==> config.mk <==
export PLATFORM = sky130hd
export DESIGN_NAME = muldiv_unit
export DESIGN_NICKNAME = d
export VERILOG_FILES = /design/src/rtl/muldiv_unit.sv
export SDC_FILE = /design/constraint.sdc
export NUM_CORES = 1
export LEC_CHECK = 0
export ABC_AREA = 1
export BUFFER_PORTS_ARGS = -buffer_cell sky130_fd_sc_hd__buf_4
export CAP_MARGIN = 20
export CELL_PAD_IN_SITES_DETAIL_PLACEMENT = 2
export CELL_PAD_IN_SITES_GLOBAL_PLACEMENT = 2
export CORE_ASPECT_RATIO = 0.6
export CORE_MARGIN = 5
export CORE_UTILIZATION = 30
export CTS_CLUSTER_SIZE = 28
export DETAILED_ROUTE_END_ITERATION = 7
export GPL_ROUTABILITY_DRIVEN = 0
export PLACE_DENSITY_LB_ADDON = 0.1
export SLEW_MARGIN = 25
export SYNTH_ARGS = -nofsm -noshare
export SYNTH_HDL_FRONTEND = slang
export SYNTH_SLANG_ARGS = --single-unit
export TNS_END_PERCENT = 20
==> constraint.sdc <==
create_clock -name clk -period 13.05 [get_ports clk]
set_input_delay 0.6525 -clock clk [delete_from_list [all_inputs] [get_ports clk]]
set_output_delay 0.6525 -clock clk [all_outputs]
set_load 0.1 [all_outputs]
==> src/rtl/muldiv_unit.sv <==
// RV32M multiply/divide execute unit: 32-cycle shift-add multiply or restoring
// divide on operand magnitudes, a one-cycle sign fix-up, valid/ready result port.
module muldiv_unit #(
  parameter int XLEN  = 32,
  parameter int OP_W  = 6,
  parameter int TAG_W = 5
) (
  input  logic             clk,
  input  logic             rst,
  input  logic             flush_i,
  input  logic             valid_i,
  output logic             ready_o,
  input  logic [OP_W-1:0]  op_i,
  input  logic [XLEN-1:0]  rs1_i,
  input  logic [XLEN-1:0]  rs2_i,
  input  logic [TAG_W-1:0] rd_i,
  output logic             valid_o,
  input  logic             ready_i,
  output logic [XLEN-1:0]  result_o,
  output logic [TAG_W-1:0] rd_o
);

  localparam logic [OP_W-1:0] OP_MUL    = OP_W'(20);
  localparam logic [OP_W-1:0] OP_MULH   = OP_W'(21);
  localparam logic [OP_W-1:0] OP_MULHSU = OP_W'(22);
  localparam logic [OP_W-1:0] OP_DIV    = OP_W'(24);
  localparam logic [OP_W-1:0] OP_REM    = OP_W'(26);
  localparam logic [OP_W-1:0] OP_REMU   = OP_W'(27);
  localparam logic [XLEN-1:0] INT_MIN   = {1'b1, {(XLEN-1){1'b0}}};

  typedef enum logic [1:0] {IDLE, CALC, FIX, DONE} state_t;

  state_t              state;
  logic [4:0]          cnt;
  logic                div_q, rem_q, lo_q, a_neg_q, b_neg_q;
  logic [XLEN-1:0]     opb;   // multiplicand or divisor magnitude
  logic [2*XLEN-1:0]   prod;  // product; low half doubles as dividend/quotient
  logic [XLEN-1:0]     rem;

  // request decode
  logic            req_md, req_div, req_rem, a_sgn, b_sgn, a_neg, b_neg;
  logic            div_zero, div_ovf, req_special;
  logic [XLEN-1:0] a_mag, b_mag, special_res;

  assign req_md  = (op_i >= OP_MUL) && (op_i <= OP_REMU);
  assign req_div = op_i >= OP_DIV;
  assign req_rem = (op_i == OP_REM) || (op_i == OP_REMU);
  assign b_sgn   = (op_i == OP_MUL) || (op_i == OP_MULH) || (op_i == OP_DIV) || (op_i == OP_REM);
  assign a_sgn   = b_sgn || (op_i == OP_MULHSU);
  assign a_neg   = a_sgn & rs1_i[XLEN-1];
  assign b_neg   = b_sgn & rs2_i[XLEN-1];
  assign a_mag   = a_neg ? -rs1_i : rs1_i;
  assign b_mag   = b_neg ? -rs2_i : rs2_i;

  // divide-by-zero and INT_MIN/-1 bypass the iteration entirely
  assign div_zero    = req_div && (rs2_i == {XLEN{1'b0}});
  assign div_ovf     = ((op_i == OP_DIV) || (op_i == OP_REM)) &&
                       (rs1_i == INT_MIN) && (rs2_i == {XLEN{1'b1}});
  assign req_special = div_zero || div_ovf;
  assign special_res = div_zero ? (req_rem ? rs1_i : {XLEN{1'b1}})
                                : (req_rem ? {XLEN{1'b0}} : INT_MIN);

  // one iteration of either algorithm
  logic [XLEN:0]   mul_sum, div_shift;
  logic            div_ge;
  logic [XLEN-1:0] div_sub;

  assign mul_sum   = {1'b0, prod[2*XLEN-1:XLEN]} + (prod[0] ? {1'b0, opb} : {(XLEN+1){1'b0}});
  assign div_shift = {rem, prod[XLEN-1]};
  assign div_ge    = div_shift >= {1'b0, opb};
  assign div_sub   = div_shift[XLEN-1:0] - opb;  // fits: difference is below the divisor

  // sign fix-up; the quotient is the low half of the (possibly negated) register
  logic [2*XLEN-1:0] prod_fix;
  logic [XLEN-1:0]   rem_fix, fix_res;

  assign prod_fix = (a_neg_q ^ b_neg_q) ? -prod : prod;
  assign rem_fix  = a_neg_q ? -rem : rem;
  assign fix_res  = div_q ? (rem_q ? rem_fix : prod_fix[XLEN-1:0])
                          : (lo_q ? prod_fix[XLEN-1:0] : prod_fix[2*XLEN-1:XLEN]);

  assign ready_o = (state == IDLE);

  always_ff @(posedge clk) begin
    if (rst) begin
      state    <= IDLE;
      valid_o  <= 1'b0;
      result_o <= '0;
      rd_o     <= '0;
    end else if (flush_i) begin
      state   <= IDLE;
      valid_o <= 1'b0;
    end else begin
      case (state)
        IDLE: if (valid_i && req_md) begin
          rd_o    <= rd_i;
          div_q   <= req_div;
          rem_q   <= req_rem;
          lo_q    <= (op_i == OP_MUL);
          a_neg_q <= a_neg;
          b_neg_q <= b_neg;
          opb     <= req_div ? b_mag : a_mag;
          prod    <= {{XLEN{1'b0}}, req_div ? a_mag : b_mag};
          rem     <= '0;
          cnt     <= '0;
          if (req_special) begin
            result_o <= special_res;
            valid_o  <= 1'b1;
            state    <= DONE;
          end else begin
            state <= CALC;
          end
        end
        CALC: begin
          if (div_q) begin
            rem             <= div_ge ? div_sub : div_shift[XLEN-1:0];
            prod[XLEN-1:0]  <= {prod[XLEN-2:0], div_ge};
          end else begin
            prod <= {mul_sum, prod[XLEN-1:1]};
          end
          cnt <= cnt + 5'd1;
          if (cnt == 5'd31) state <= FIX;
        end
        FIX: begin
          result_o <= fix_res;
          valid_o  <= 1'b1;
          state    <= DONE;
        end
        DONE: if (ready_i) begin
          valid_o <= 1'b0;
          state   <= IDLE;
        end
        default: state <= IDLE;
      endcase
    end
  end

endmodule

* Word level (Yosys, flattened, before mapping)
Cells that the tools add are included.
Storage, ports and cells: flip-flop bits (word level) 178, output and inout port bits 39, word-level logic and storage cells 109
Cells by class: add/subtract/negate cells 7, magnitude comparators 4, equal/unequal tests 18, mux-type cells 35, bitwise logic cells 5, reductions and logical operators 26
Operators with widths (count):
- 32-bit 2-to-1 mux | 19
- 64-bit 2-to-1 mux | 2
- 32-bit one-hot mux with 2 select lines | 2
- 64-bit one-hot mux with 2 select lines | 1
- 32-bit negation | 3
- 32-bit == test, second input constant | 2
- 64-bit negation | 1
- 6-bit by 5-bit == test with 1-bit output, second input constant | 6
- 32-bit by 32-bit adder with 33-bit output | 1
- 33-bit by 32-bit >= comparator with 1-bit output | 1
- 32-bit zero test | 1
- 32-bit subtractor | 1
- 4-bit AND reduction | 4
- 6-bit by 5-bit >= comparator with 1-bit output, second input constant | 2
- 5-bit one-hot mux with 2 select lines | 1
- 5-bit AND reduction | 2
- 2-bit 2-to-1 mux | 4
- 2-bit inequality test, second input constant | 4
- 2-bit one-hot mux with 4 select lines | 1
- 1-bit logical OR | 7
- 6-bit by 5-bit <= comparator with 1-bit output, second input constant | 1
- 3-bit AND reduction | 2
- 5-bit by 1-bit adder with 5-bit output, second input constant | 1
- 5-bit == test, second input constant | 1
- other kinds (14) | 25

* Longest topological paths before layout
depth in word-level cells 10, gate-level depth with buffers 17

* Worst setup path after synthesis
OpenSTA, ideal clock, no wires.
kind reg-to-reg, from register state[0], to register prod[32], enable pin, setup time 0.421 ns, arrival time 5.712 ns, slack 6.917 ns, stages on the path, launching flop included 7, path buffers 0, cell sequence dfxtp_1 -> inv_1 -> ha_1 -> nor2_1 -> nor3_1 -> inv_1 -> nor2_1
Between the ends: longest elaborated chain between the ends 3
RTL lines:
- start, declared | line 33 | state_t state;
- start signal, assigned | line 86 | state <= IDLE;
- start signal, assigned | line 91 | state <= IDLE;
- start signal, assigned | line 109 | state <= DONE;
- 2-bit zero test *
- named net ready_o | line 12 | output logic ready_o,
- 2-bit by 1-bit inequality test with 1-bit output (no line) or 2-bit nonzero test (tied branches)
- 5-bit AND reduction (no line) *
- end signal, assigned | line 103 | prod <= {{XLEN{1'b0}}, req_div ? a_mag : b_mag};
- end signal, assigned by index | line 117 | prod[XLEN-1:0] <= {prod[XLEN-2:0], div_ge};
- end signal, assigned | line 119 | prod <= {mul_sum, prod[XLEN-1:1]};
- end, declared | line 37 | logic [2*XLEN-1:0] prod;
The timed path passes the listed nets; every way through them passes the cells marked *. A chain may end at the register's enable or synchronous reset.

* Worst setup path after layout
from register prod[0], to register prod[59], data pin
Between the ends: longest elaborated chain between the ends 4
RTL lines:
- 32-bit 2-to-1 mux | line 68 | assign mul_sum = {1'b0, prod[2*XLEN-1:XLEN]} + (prod[0] ? {1'b0, opb} : {(XLEN+1){1'b0}});
- 32-bit by 32-bit adder with 33-bit output | line 68
- 32-bit 2-to-1 mux | line 115 | if (div_q) begin
- 64-bit one-hot mux with 2 select lines | line 94 | case (state)
Every way passes these cells. The select of a mux whose other input is x is not followed.

==> impl_metrics.csv <==
group,metric,value,unit
outcome,outcome,"complete, no violations",
detailed_routing,viasPerCell,5.571,
detailed_routing,met2WireLength,42540,um
clock_network,clock_sinks,178,
worst_setup_path,cp_max_fo,31,
clock_network,postCtsSetupRepairBufs,0,
synth,ys.flop_type,"edfxtp_1",
clock_network,tritoncts,"built",
worst_setup_path,critPathLaunchType,"flop",
pwr,power_switching,516.1,uW
worst_setup_path,crit_type,"reg -> reg",
place,pre_cts_ws,9225,ps
flow_run,cap_violations,0,
worst_setup_path,cp.arrival,4230,ps
timing,setup_viol,0,
grt,grt_max_degree,78,
grt,grt_pass1_wl,147600,um
timing,period_share,30.44,%
floorplanning,rows,71,
detailed_routing,drc_errors,0,
detailed_routing,drt_iter0_drc,2084,
finish,drive_above_1_share,8.197,%
pwr,power.total,1.496,mW
floorplanning,io_pins,119,
clock_network,cts_resized,0,
timing,max_clock_freq,251.7,MHz
finish,antenna_cells,0,
synth,syn_area,0.01879,mm^2
detailed_routing,wl_per_cell,25.57,um
worst_hold_path,hold_class,"in -> reg",
synth,avgSynthCellArea,6.177,um^2
timing,setup_tns,0,ps
synth,seq_area_frac_synth,26.31,%
finish,final_core_util,33.75,%
pwr,p_leak,9.359,nW
synth,synth-edff-count,138,
clock_network,cts_root_buf,"clkbuf_16",
synth,synthArstFlopShare,0,%
clock_network,clkLatencyLatePin,490,ps
grt,grt.overflow.total,0,
detailed_routing,dr.pass1.iters,6,
detailed_routing,m1WireLength,49400,um
clock_network,htree_levels,4,
pwr,powerDensity,71.10,mW/mm^2
finish,nFillCells,7882,
clock_network,cts_hold_buf,0,
pwr,seq_power_share,42.9,%
floorplanning,start_util,30.13,%
grt,antenna_found_initial,2,
floorplanning,die_y,203.9,um
worst_setup_path,worst_ep_required_time,13310,ps
pwr,sw_frac_of_total,34.49,%
synth,yosys_register_bits,178,
clock_network,clk_path_buf_depth,2,
grt,grt_usage,28.87,%
detailed_routing,antenna_left,0,
synth,synthesis.nets,3199,
floorplanning,die_area,0.06791,mm^2
timing,finalHoldViolCount,0,
synth,yosysWarnings,0,
finish,stdcell_area,0.02105,mm^2
detailed_routing,vias,22000,
place,io_buffers,118,
clock_network,cts_buffers,17,
timing,fin_skew,13.00,ps
finish,layout-area-overhead-vs-synth,11.99,%
synth,yosys.cell_types.count,60,
timing,fin_ws,9077,ps
timing,max_slew_margin,32.94,%
detailed_routing,totalWireLength,101000,um
floorplanning,die_x,333.1,um
timing,min_period,3973,ps
floorplanning,core,0.06236,mm^2
place,dpl.hpwl,83600,um
detailed_routing,wl_met3,7377,um
synth,syn_inst,3042,
detailed_routing,top_layer_used,"met4",
pwr,p_comb_share,19.9,%
finish,nets,3255,
timing,rsz0062_at_grt,"no",
timing,slew_viol_final,0,
grt,grt_pass1_vias,22630,
clock_network,clkTransAtPathRegs,80,ps
place,post_dp_cell_area,0.02042,mm^2
pwr,ir_drop,0.07131,mV
pwr,p_clk_share,37.3,%
worst_setup_path,cp-end-kind,"flop",
pwr,p_int,980.2,uW
timing,tightest_slew,995.4,ps
cells in the mapped netlist (4+ instances only):
cell	count	area, um^2
a31oi_1	12	75.07
clkbuf_1	62	232.7
nor4_1	7	43.79
buf_2	17	85.08
nor2_4	7	78.83
nand2_4	4	45.04
xor2_1	67	586.8
buf_1	8	30.03
or2_2	10	62.56
dfxtp_1	40	800.8
nor2_2	13	81.33
nand3_1	309	1546
buf_4	9	67.56
nor3_1	29	145.1
o21a_1	11	82.58
nand4_1	45	281.5
o21ai_0	192	960.9
nand3b_1	14	105.1
a21o_1	12	90.09
buf_6	4	45.04
nand2_2	8	50.05
nor2_1	447	1678
ha_1	75	938.4
o21ai_1	26	130.1
a22oi_1	24	180.2
edfxtp_1	138	4144
a21oi_2	11	96.34
inv_2	9	33.78
inv_1	358	1344
nand2_1	805	3022
a21oi_1	165	825.8
xnor2_1	24	210.2
o21ai_2	6	52.55
o211ai_1	20	150.1
o21bai_1	15	112.6
layout make-up:
| class | instances | area [um^2] | share of cell area [%] |
|---|---|---|---|
| Multi-Input combinational cell | 2392 | 12010 | 57.06 |
| Clock inverter | 15 | 167.7 | 0.7967 |
| Timing Repair Buffer | 138 | 1056 | 5.018 |
| Tap cell | 839 | 1050 | 4.988 |
| Inverter | 371 | 1394 | 6.623 |
| Sequential cell | 178 | 4945 | 23.50 |
| Clock buffer | 17 | 425.4 | 2.021 |
logic make-up (layout without fill, tap and decap cells):
group	after synthesis	in the layout	synth area share (%)
simple gates	1715	1715	38.94
compound gates	509	509	15.35
buf+inv	472	541	9.947
flops	178	178	26.31
xor+xnor	91	91	4.241
fa+ha+maj	77	77	5.207
worst paths after layout:
| check | startpoint | end | slack (ps) | depth (start not counted) |
|---|---|---|---|---|
| worst max-delay path | prod[0]$_DFFE_PP_ | prod[59]$_SDFFCE_PN0P_ | 9080 | 14 |
| worst min-delay path | rd_i[4] | rd_o[4]$_SDFFE_PP0P_ | 440 | 3 |
| worst max register to register | prod[0]$_DFFE_PP_ | prod[59]$_SDFFCE_PN0P_ | 9080 | 14 |
| worst min register to register | rd_o[4]$_SDFFE_PP0P_ | rd_o[4]$_SDFFE_PP0P_ | 460 | 2 |
layout by cell type (no fill, tap or decap), types with 3 or more instances in the layout:
cell	n
a21boi_0	3
a21o_1	12
a21oi_1	165
a21oi_2	11
a22oi_1	24
a31oi_1	12
buf_4	137
clkbuf_16	17
clkinv_1	5
dfxtp_1	40
edfxtp_1	138
ha_1	74
inv_1	358
inv_2	9
inv_6	4
inv_8	4
nand2_1	805
nand2_2	8
nand2_4	4
nand3_1	309
nand3b_1	14
nand4_1	45
nor2_1	442
nor2_2	16
nor2_4	9
nor3_1	28
nor3_2	3
nor4_1	7
o211ai_1	20
o21a_1	11
o21ai_0	191
o21ai_1	27
o21ai_2	6
o21bai_1	15
o221ai_1	3
or2_2	10
xnor2_1	24
xor2_1	67
worst max-delay path, cell delays in order, from the launching register on:
cell	delay (ps)
edfxtp_1	490
buf_4	400
nand2_1	300
inv_1	170
ha_1	230
nor2_1	70
nand2_1	60
o21ai_0	130
o21ai_0	510
a21oi_1	280
o21bai_1	370
nand4_1	180
nand3_1	130
nand2_1	50
nor2_1	330
registers in the layout (all words and copies together) (netlist names):
name / count
prod: 64
opb: 32
rem: 32
result_o: 32
cnt: 5
rd_o: 5
state: 2
a_neg_q: 1
b_neg_q: 1
div_q: 1
lo_q: 1
rem_q: 1
valid_o: 1
metal layers:
metal	vias up	track usage [%]
met5	-	0
li1	10110	-
met2	689	44.25
met1	11110	43.15
met3	90	4.729
met4	0	5.219
power by group through the flow:
stage / Combinational, mW / Clock [mW] / Sequential [mW]
4_1_cts: 0.292 / 0.568 / 0.640
5_1_grt: 0.321 / 0.586 / 0.642
3_3_place_gp: 0.280 / 0 / 0.653
2_1_floorplan: 0.159 / 0 / 0.653
3_5_place_dp: 0.290 / 0 / 0.653
6_report: 0.297 / 0.558 / 0.641
metrics by stage:
step	hold slack (ps)	instances
final	443.1	3950
after global routing	467.3	3950
after CTS	427.0	3949
after detailed placement	448.6	3917
after global placement	434.3	3917
after floorplan	544.8	3042
Power figures use the tool's default switching activity.
